===== src/rtl/eth_mdio_pkg.sv =====
// Shared types and constants for the clause-22 MDIO management responder.
`timescale 1ns/1ps
package eth_mdio_pkg;
   typedef enum logic [2:0] {PRE, ST, OP, PHYAD, REGAD, TA, RDATA, WDATA} mdio_state_t;

   localparam logic [1:0] MDIO_OP_READ  = 2'b10;
   localparam logic [1:0] MDIO_OP_WRITE = 2'b01;
   localparam int         MDIO_PRE_MAX  = 32;
endpackage


===== src/rtl/mdio_sync.sv =====
// Double-flop synchronizers for MDC and MDIO with an MDC rising-edge pulse.
`timescale 1ns/1ps
module mdio_sync (
   input  logic clk,
   input  logic rst_n,
   input  logic mdc,
   input  logic i_mdio,
   output logic mdc_rise,
   output logic mdio_s
);
   logic [1:0] mdc_sync_q, mdc_sync_d;
   logic [1:0] mdio_sync_q, mdio_sync_d;
   logic       mdc_prev_q, mdc_prev_d;

   always_comb begin
      mdc_sync_d  = {mdc_sync_q[0], mdc};
      mdio_sync_d = {mdio_sync_q[0], i_mdio};
      mdc_prev_d  = mdc_sync_q[1];
   end

   // MDIO idles high through its pull-up, so its synchronizer resets to 1.
   always_ff @(posedge clk or negedge rst_n) begin
      if (!rst_n) begin
         mdc_sync_q  <= 2'b00;
         mdio_sync_q <= 2'b11;
         mdc_prev_q  <= 1'b0;
      end else begin
         mdc_sync_q  <= mdc_sync_d;
         mdio_sync_q <= mdio_sync_d;
         mdc_prev_q  <= mdc_prev_d;
      end
   end

   assign mdc_rise = mdc_sync_q[1] & ~mdc_prev_q;
   assign mdio_s   = mdio_sync_q[1];
endmodule


===== src/rtl/eth_mdio_slave.sv =====
// Clause-22 MDIO PHY-side responder: decodes frames sampled on MDC rising edges,
// serves reads from an external register file and issues write strobes.
`timescale 1ns/1ps
module eth_mdio_slave
   import eth_mdio_pkg::*;
#(
   parameter int PRE_LEN  = 32,
   parameter bit BCAST_EN = 1'b0
) (
   input  logic        clk,
   input  logic        rst_n,
   input  logic [4:0]  phy_addr,
   input  logic        mdc,
   input  logic        i_mdio,
   output logic        o_mdio,
   output logic        t_mdio,
   output logic [4:0]  reg_addr,
   output logic        reg_rd,
   input  logic [15:0] reg_rdata,
   output logic        reg_we,
   output logic [15:0] reg_wdata,
   output logic        busy
);
   localparam logic [5:0] PRE_LEN_W = 6'(PRE_LEN);
   localparam logic [5:0] PRE_MAX_W = 6'(MDIO_PRE_MAX);

   logic mdc_rise, mdio_s;

   mdio_sync u_sync (
      .clk      (clk),
      .rst_n    (rst_n),
      .mdc      (mdc),
      .i_mdio   (i_mdio),
      .mdc_rise (mdc_rise),
      .mdio_s   (mdio_s)
   );

   mdio_state_t state_q, state_d;
   logic [5:0]  pre_cnt_q, pre_cnt_d;
   logic [4:0]  bit_cnt_q, bit_cnt_d;
   logic [1:0]  op_q, op_d;
   logic [14:0] sh_q, sh_d;
   logic [4:0]  regad_q, regad_d;
   logic        match_q, match_d;
   logic        ta_q, ta_d;
   logic [15:0] rdata_q, rdata_d;
   logic        rd_pend_q, rd_pend_d;
   logic        o_mdio_q, o_mdio_d;
   logic        t_mdio_q, t_mdio_d;
   logic        busy_q, busy_d;
   logic        reg_rd_q, reg_rd_d;
   logic        reg_we_q, reg_we_d;
   logic [4:0]  reg_addr_q, reg_addr_d;
   logic [15:0] reg_wdata_q, reg_wdata_d;
   logic [4:0]  field5;
   logic        to_pre;

   always_comb begin
      state_d     = state_q;
      pre_cnt_d   = pre_cnt_q;
      bit_cnt_d   = bit_cnt_q;
      op_d        = op_q;
      sh_d        = sh_q;
      regad_d     = regad_q;
      match_d     = match_q;
      ta_d        = ta_q;
      rdata_d     = rdata_q;
      o_mdio_d    = o_mdio_q;
      t_mdio_d    = t_mdio_q;
      busy_d      = busy_q;
      reg_rd_d    = 1'b0;
      reg_we_d    = 1'b0;
      reg_addr_d  = reg_addr_q;
      reg_wdata_d = reg_wdata_q;
      to_pre      = 1'b0;
      field5      = {sh_q[3:0], mdio_s};

      // Register file answers one clk after the reg_rd pulse; capture it the clk after that.
      rd_pend_d = reg_rd_q;
      if (rd_pend_q) rdata_d = reg_rdata;

      if (mdc_rise) begin
         case (state_q)
            PRE: begin
               if (mdio_s) begin
                  if (pre_cnt_q != PRE_MAX_W) pre_cnt_d = pre_cnt_q + 6'd1;
               end else if (pre_cnt_q >= PRE_LEN_W) begin
                  state_d   = ST;
                  busy_d    = 1'b1;
                  pre_cnt_d = 6'd0;
               end else begin
                  pre_cnt_d = 6'd0;
               end
            end
            ST: begin
               if (mdio_s) begin
                  state_d   = OP;
                  bit_cnt_d = 5'd0;
               end else begin
                  to_pre = 1'b1;
               end
            end
            OP: begin
               op_d = {op_q[0], mdio_s};
               if (bit_cnt_q == 5'd0) begin
                  bit_cnt_d = 5'd1;
               end else if (op_d == MDIO_OP_READ || op_d == MDIO_OP_WRITE) begin
                  state_d   = PHYAD;
                  bit_cnt_d = 5'd0;
               end else begin
                  to_pre = 1'b1;
               end
            end
            PHYAD: begin
               sh_d = {sh_q[13:0], mdio_s};
               if (bit_cnt_q == 5'd4) begin
                  match_d = (field5 == phy_addr) ||
                            (op_q == MDIO_OP_WRITE && BCAST_EN && field5 == 5'd0);
                  state_d   = REGAD;
                  bit_cnt_d = 5'd0;
               end else begin
                  bit_cnt_d = bit_cnt_q + 5'd1;
               end
            end
            REGAD: begin
               sh_d = {sh_q[13:0], mdio_s};
               if (bit_cnt_q == 5'd4) begin
                  regad_d = field5;
                  if (op_q == MDIO_OP_READ && match_q) begin
                     reg_rd_d   = 1'b1;
                     reg_addr_d = field5;
                  end
                  state_d   = TA;
                  bit_cnt_d = 5'd0;
               end else begin
                  bit_cnt_d = bit_cnt_q + 5'd1;
               end
            end
            TA: begin
               if (bit_cnt_q == 5'd0) begin
                  ta_d      = mdio_s;
                  bit_cnt_d = 5'd1;
                  if (op_q == MDIO_OP_READ && match_q) begin
                     t_mdio_d = 1'b0;
                     o_mdio_d = 1'b0;
                  end
               end else if (op_q == MDIO_OP_READ) begin
                  if (match_q) begin
                     o_mdio_d = rdata_q[15];
                     rdata_d  = {rdata_q[14:0], 1'b0};
                  end
                  state_d   = RDATA;
                  bit_cnt_d = 5'd0;
               end else if ({ta_q, mdio_s} == 2'b10) begin
                  state_d   = WDATA;
                  bit_cnt_d = 5'd0;
               end else begin
                  to_pre = 1'b1;
               end
            end
            RDATA: begin
               // D15 already went out in TA; 15 more bits, then one edge to release.
               if (bit_cnt_q == 5'd15) begin
                  to_pre = 1'b1;
               end else begin
                  if (match_q) begin
                     o_mdio_d = rdata_q[15];
                     rdata_d  = {rdata_q[14:0], 1'b0};
                  end
                  bit_cnt_d = bit_cnt_q + 5'd1;
               end
            end
            WDATA: begin
               sh_d = {sh_q[13:0], mdio_s};
               if (bit_cnt_q == 5'd15) begin
                  if (match_q) begin
                     reg_we_d    = 1'b1;
                     reg_addr_d  = regad_q;
                     reg_wdata_d = {sh_q, mdio_s};
                  end
                  to_pre = 1'b1;
               end else begin
                  bit_cnt_d = bit_cnt_q + 5'd1;
               end
            end
            default: to_pre = 1'b1;
         endcase
      end

      if (to_pre) begin
         state_d   = PRE;
         pre_cnt_d = 6'd0;
         busy_d    = 1'b0;
         t_mdio_d  = 1'b1;
         o_mdio_d  = 1'b1;
      end
   end

   always_ff @(posedge clk or negedge rst_n) begin
      if (!rst_n) begin
         state_q     <= PRE;
         pre_cnt_q   <= 6'd0;
         bit_cnt_q   <= 5'd0;
         op_q        <= 2'b00;
         sh_q        <= 15'd0;
         regad_q     <= 5'd0;
         match_q     <= 1'b0;
         ta_q        <= 1'b0;
         rdata_q     <= 16'd0;
         rd_pend_q   <= 1'b0;
         o_mdio_q    <= 1'b1;
         t_mdio_q    <= 1'b1;
         busy_q      <= 1'b0;
         reg_rd_q    <= 1'b0;
         reg_we_q    <= 1'b0;
         reg_addr_q  <= 5'd0;
         reg_wdata_q <= 16'd0;
      end else begin
         state_q     <= state_d;
         pre_cnt_q   <= pre_cnt_d;
         bit_cnt_q   <= bit_cnt_d;
         op_q        <= op_d;
         sh_q        <= sh_d;
         regad_q     <= regad_d;
         match_q     <= match_d;
         ta_q        <= ta_d;
         rdata_q     <= rdata_d;
         rd_pend_q   <= rd_pend_d;
         o_mdio_q    <= o_mdio_d;
         t_mdio_q    <= t_mdio_d;
         busy_q      <= busy_d;
         reg_rd_q    <= reg_rd_d;
         reg_we_q    <= reg_we_d;
         reg_addr_q  <= reg_addr_d;
         reg_wdata_q <= reg_wdata_d;
      end
   end

   assign o_mdio    = o_mdio_q;
   assign t_mdio    = t_mdio_q;
   assign busy      = busy_q;
   assign reg_rd    = reg_rd_q;
   assign reg_we    = reg_we_q;
   assign reg_addr  = reg_addr_q;
   assign reg_wdata = reg_wdata_q;
endmodule

===== config.mk =====
export PLATFORM = sky130hd
export DESIGN_NAME = eth_mdio_slave
export DESIGN_NICKNAME = d
export VERILOG_FILES = /design/src/rtl/eth_mdio_pkg.sv /design/src/rtl/mdio_sync.sv /design/src/rtl/eth_mdio_slave.sv
export SDC_FILE = /design/constraint.sdc
export NUM_CORES = 1
export LEC_CHECK = 0
export ABC_AREA = 1
export CAP_MARGIN = 40
export CELL_PAD_IN_SITES_DETAIL_PLACEMENT = 1
export CELL_PAD_IN_SITES_GLOBAL_PLACEMENT = 1
export CORE_MARGIN = 3
export CORE_UTILIZATION = 45
export DETAILED_ROUTE_END_ITERATION = 10
export PLACE_DENSITY_LB_ADDON = 0.15
export SLEW_MARGIN = 20
export SYNTH_ARGS = -nofsm -noshare
export SYNTH_HDL_FRONTEND = slang
export SYNTH_SLANG_ARGS = --single-unit

===== constraint.sdc =====
create_clock -name clk -period 5.15 [get_ports clk]
set_clock_uncertainty 0.2 [all_clocks]
set_input_delay 0.7725 -clock clk [delete_from_list [all_inputs] [get_ports clk]]
set_output_delay 0.7725 -clock clk [all_outputs]
set_load 0.02 [all_outputs]

==> impl_results.html <==
<table>
<tr><th>Metric</th><th>Value</th></tr>
<tr><th colspan="2">STA</th></tr>
<tr><td>Final-layout setup total negative slack</td><td>0 ns</td></tr>
<tr><td>Worst rel slew slack</td><td>0.584</td></tr>
<tr><td>Final number of hold-violating endpoints</td><td>0</td></tr>
<tr><td>Maximum clock rate</td><td>391 MHz</td></tr>
<tr><td>RSZ-0062 raised after global routing</td><td>no</td></tr>
<tr><td>Final setup fails</td><td>0</td></tr>
<tr><td>Worst setup slack after layout</td><td>2.59 ns</td></tr>
<tr><td>Total count of max-transition violations in the final report</td><td>0</td></tr>
<tr><td>Minimum period implied by the final worst setup slack</td><td>2.56 ns</td></tr>
<tr><td>Period utilisation layout</td><td>0.497</td></tr>
<tr><td>Worst Tran Pin Value</td><td>0.623 ns</td></tr>
<tr><th colspan="2">Synth</th></tr>
<tr><td>Compound-cell area share of the yosys netlist</td><td>0.136</td></tr>
<tr><td>Fraction of post-synthesis cell area in the top cell type by area</td><td>0.489</td></tr>
<tr><td>Adder-cell share of the synthesized area</td><td>0.0239</td></tr>
<tr><td>Synth area leader</td><td>dfrtp_1</td></tr>
<tr><td>Number of enable-type register cells in the synthesized netlist</td><td>0</td></tr>
<tr><td>Syn Area/Cell</td><td>8.19 um2</td></tr>
<tr><td>Number of warnings printed during yosys synthesis</td><td>0</td></tr>
<tr><td>Dominant combinational cell family by area after synthesis</td><td>simple AND/OR/NAND/NOR gates</td></tr>
<tr><td>Cell types with the largest area share after synthesis</td><td>dfrtp_1 (49%), nand2_1 (13%), o21ai_0 (5.6%)</td></tr>
<tr><td>Post-synthesis net count</td><td>545</td></tr>
<tr><td>Simple-gate share of the synthesized area</td><td>0.232</td></tr>
<tr><td>Leading register cell type out of synthesis</td><td>dfrtp_1</td></tr>
<tr><td>Share of the synthesized netlist area taken by xor and xnor gates</td><td>0.0146</td></tr>
<tr><td>Share of synthesized flip-flops with an asynchronous set or reset</td><td>1.00</td></tr>
<tr><td>Mapped Cells</td><td>512</td></tr>
<tr><td>Post-synthesis sequential element count</td><td>86</td></tr>
<tr><td>Share of the yosys chip area belonging to registers</td><td>0.514</td></tr>
<tr><td>Post-synth design cell area</td><td>4190 um2</td></tr>
<tr><td>Distinct cell type count of the synthesized netlist</td><td>38</td></tr>
<tr><td>Mux share of post-synthesis cell area</td><td>0.00239</td></tr>
<tr><th colspan="2">GRT</th></tr>
<tr><td>Total routing resource utilization after global routing</td><td>0.209</td></tr>
<tr><td>Grt met2 use</td><td>0.342</td></tr>
<tr><td>Wire length of the first global-routing pass</td><td>17.3 mm</td></tr>
<tr><td>Met3 capacity usage during global routing</td><td>0.0338</td></tr>
<tr><td>Remaining Overflow, GRT</td><td>0</td></tr>
<tr><td>GRT busiest layer</td><td>met2</td></tr>
<tr><td>Number of global-route vias before repair</td><td>3655</td></tr>
<tr><td>Met1 capacity usage during global routing</td><td>0.284</td></tr>
<tr><td>Initial antenna violation count</td><td>0</td></tr>
<tr><td>Maximum number of pins on one net before global-route repair</td><td>60</td></tr>
<tr><th colspan="2">Floorplan</th></tr>
<tr><td>Die footprint</td><td>10500 um2</td></tr>
<tr><td>Vertical die dimension</td><td>103 um</td></tr>
<tr><td>Number of standard-cell rows in the floorplan</td><td>34</td></tr>
<tr><td>Standard cell core area</td><td>8890 um2</td></tr>
<tr><td>Die outline width</td><td>103 um</td></tr>
<tr><td>Number of primary I/O pins</td><td>51</td></tr>
<tr><td>Initial core utilization</td><td>0.472</td></tr>
<tr><th colspan="2">Critical path</th></tr>
<tr><td>Data arrival at the endpoint of the critical path</td><td>2.65 ns</td></tr>
<tr><td>Startpoint of the worst-slack reg-to-reg timing path</td><td>bit_cnt_q[0]$_DFFE_PN0P_</td></tr>
<tr><td>Largest stage delay, worst path</td><td>0.43 ns</td></tr>
<tr><td>Required time worst endpoint</td><td>5.24 ns</td></tr>
<tr><td>Critical-path cell with the highest stage delay</td><td>dfrtp_1</td></tr>
<tr><td>Register-to-Register Path Depth</td><td>13</td></tr>
<tr><td>Reg2Reg Setup Slack</td><td>2.59 ns</td></tr>
<tr><td>Critical path cell sequence</td><td>ha_1, nand2_1, nor2_1, ha_1, nand2_1, inv_1, nor2_2, nand3_2, nand2_4, nand3_2, nand2_2, nand2_1, nand2_1</td></tr>
<tr><td>Most used cell, CP</td><td>nand2_1</td></tr>
<tr><td>Worst reg2reg endpoint</td><td>pre_cnt_q[1]$_DFFE_PN0P_</td></tr>
<tr><td>WS Path Type</td><td>reg2reg</td></tr>
<tr><td>Crit path launch type</td><td>flop</td></tr>
<tr><td>Crit end category</td><td>flop</td></tr>
<tr><td>Maximum fanout count along the critical path</td><td>11</td></tr>
<tr><th colspan="2">Power</th></tr>
<tr><td>Worst VDD drop</td><td>0.167 mV</td></tr>
<tr><td>Share of power burned in the clock network</td><td>0.386</td></tr>
<tr><td>Cell-internal power</td><td>930 uW</td></tr>
<tr><td>Switching fraction of total power</td><td>0.241</td></tr>
<tr><td>Total design power</td><td>1.23 mW</td></tr>
<tr><td>Share of total power in combinational logic</td><td>0.052</td></tr>
<tr><td>Psw</td><td>295 uW</td></tr>
<tr><td>Static Leakage</td><td>2.41 nW</td></tr>
<tr><td>Flop pwr share</td><td>0.562</td></tr>
<tr><td>P per Cell Area</td><td>245 nW/um2</td></tr>
<tr><th colspan="2">Clocking</th></tr>
<tr><td>Worst skew pair latency</td><td>0.36 ns</td></tr>
<tr><td>Cts repair resizes</td><td>0</td></tr>
<tr><td>Clock slew at the register clock pins of the worst setup and hold paths</td><td>0.10 ns</td></tr>
<tr><td>Sink Count</td><td>86</td></tr>
<tr><td>Number of H-tree levels</td><td>3</td></tr>
<tr><td>Hold-fix buffer count after cts</td><td>0</td></tr>
<tr><td>CTS Buf Count</td><td>9</td></tr>
<tr><td>Clock Tree Root</td><td>clkbuf_8</td></tr>
<tr><td>Number of buffers inserted to repair setup after CTS</td><td>0</td></tr>
<tr><td>CTS tree</td><td>built</td></tr>
<tr><td>Clk buf depth</td><td>2</td></tr>
<tr><th colspan="2">Drt</th></tr>
<tr><td>Detailed-router iteration count before antenna repair</td><td>4</td></tr>
<tr><td>Average detailed-routed wire length per instance</td><td>15.4 um</td></tr>
<tr><td>Final routed wirelength across all metal layers</td><td>10.3 mm</td></tr>
<tr><td>DRC Markers</td><td>0</td></tr>
<tr><td>Via-per-instance ratio</td><td>5.25</td></tr>
<tr><td>Total vias in the final route</td><td>3520</td></tr>
<tr><td>Count of routing violations after the opening detailed-route iteration</td><td>113</td></tr>
<tr><td>Post-DRT Antenna Nets</td><td>0</td></tr>
<tr><th colspan="2">Cells and area</th></tr>
<tr><td>Fraction of layout cells with a size suffix above 1</td><td>0.0996</td></tr>
<tr><td>Commonest non-fill, non-tap cells in the layout</td><td>nand2_1 (148), dfrtp_1 (82), inv_1 (51)</td></tr>
<tr><td>Area growth from synthesis to final layout</td><td>19.3%</td></tr>
<tr><td>Number of non-filler instances in the completed layout</td><td>670</td></tr>
<tr><td>Most common library cell in the layout ignoring fill and taps</td><td>nand2_1</td></tr>
<tr><td>Antenna diode count</td><td>0</td></tr>
<tr><td>Filler Cells Inserted</td><td>1086</td></tr>
<tr><td>Layout Nets</td><td>590</td></tr>
<tr><th colspan="2">Placement</th></tr>
<tr><td>Count of buffers inserted at the top-level ports</td><td>50</td></tr>
<tr><td>Number of cells after detailed placement</td><td>652</td></tr>
<tr><td>HPWL after detailed placement</td><td>7.26 mm</td></tr>
<tr><td>Post-Place Setup Slack</td><td>2.57 ns</td></tr>
<tr><td>Routability cong.</td><td>0.838</td></tr>
<tr><th colspan="2">Flow run</th></tr>
<tr><td>Number of max-cap violations</td><td>0</td></tr>
<tr><th colspan="2">Min path</th></tr>
<tr><td>Class of the tightest hold or removal check</td><td>in2async</td></tr>
<tr><th colspan="2">Outcome</th></tr>
<tr><td>Outcome</td><td>finished clean</td></tr>
</table>
## synth_stat cells (3+ instances only)
library cell,n
nor3_1,3
nor2_1,20
nand3_1,30
dfrtp_1,82
buf_2,9
a21oi_1,11
o21ai_0,47
inv_2,10
dfstp_2,4
nand3_2,5
xor2_1,4
nor2_2,4
nand4_1,3
clkbuf_1,10
nand2_1,148
inv_1,51
o21ai_1,39
xnor2_1,3
nand2_2,3
ha_1,8
## metrics by stage
stage | instance area [um2] | hold slack [ns] | utilization
5_1_grt | 5000 | 0.136 | 0.563
6_report | 5000 | 0.126 | 0.563
3_5_place_dp | 4770 | 0.137 | 0.537
4_1_cts | 4970 | 0.128 | 0.559
3_3_place_gp | 4740 | 0.132 | 0.533
2_1_floorplan | 4190 | 0.131 | -
## kinds of logic after synthesis
group | Yosys count
and+or+nand+nor | 222
AOI/OAI and AO/OA | 107
DFF | 86
buffers and inverters | 81
adders and majority gates | 8
xor gates and xnor gates | 7
muxes | 1
## worst max path at each step
stage / cells after the start / endpoint / from
after floorplan: 14 / bit_cnt_q[0]$_DFFE_PN0P_ / bit_cnt_q[0]$_DFFE_PN0P_
after detailed placement: 7 / rdata_q[12]$_DFF_PN0_ / bit_cnt_q[0]$_DFFE_PN0P_
after global routing: 13 / pre_cnt_q[1]$_DFFE_PN0P_ / bit_cnt_q[0]$_DFFE_PN0P_
final: 13 / pre_cnt_q[1]$_DFFE_PN0P_ / bit_cnt_q[0]$_DFFE_PN0P_
after global placement: 5 / reg_wdata[10]$_DFFE_PN0P_ / u_sync.mdc_prev_q$_DFF_PN0_
after CTS: 9 / rdata_q[12]$_DFF_PN0_ / bit_cnt_q[0]$_DFFE_PN0P_
## per-layer routing
| metal | up-vias | wire length (um) |
|---|---|---|
| li1 | 1737 | - |
| met1 | 1723 | 4880 |
| met2 | 52 | 5040 |
| met3 | 8 | 280 |
| met4 | 0 | 103 |
| met5 | - | 0 |
## power by group through the flow
stage / Clock [mW] / Sequential [mW] / Combinational (mW)
global route: 0.521 / 0.690 / 0.0721
finish: 0.473 / 0.689 / 0.0634
detailed placement: 0 / 0.702 / 0.0642
global placement: 0 / 0.701 / 0.0589
floorplan: 0 / 0.698 / 0.0251
CTS: 0.490 / 0.689 / 0.0655
## state kept, by name, indices dropped and copies added (netlist names), 3 cells and up
register	count
reg_wdata	16
pre_cnt_q	6
regad_q	5
reg_addr	5
bit_cnt_q	5
sh_q	15
state_q	3
rdata_q	16
## critical path, delay by kind of cell (launching register included)
family	cells	cell delay [ns]
fa+ha+maj	2	0.47
buf+inv	1	0.06
flops	1	0.43
simple gates	10	1.33
## final cells by class
| type | count | area [um2] | area share |
|---|---|---|---|
| Sequential cell | 86 | 2160 | 0.431 |
| Inverter | 61 | 229 | 0.0458 |
| Clock inverter | 4 | 36.3 | 0.00725 |
| Tap cell | 108 | 135 | 0.0270 |
| Timing Repair Buffer | 54 | 563 | 0.113 |
| Multi-Input combinational cell | 345 | 1720 | 0.343 |
| Clock buffer | 12 | 165 | 0.0330 |
No activity file was read; power rests on OpenSTA's default activity.
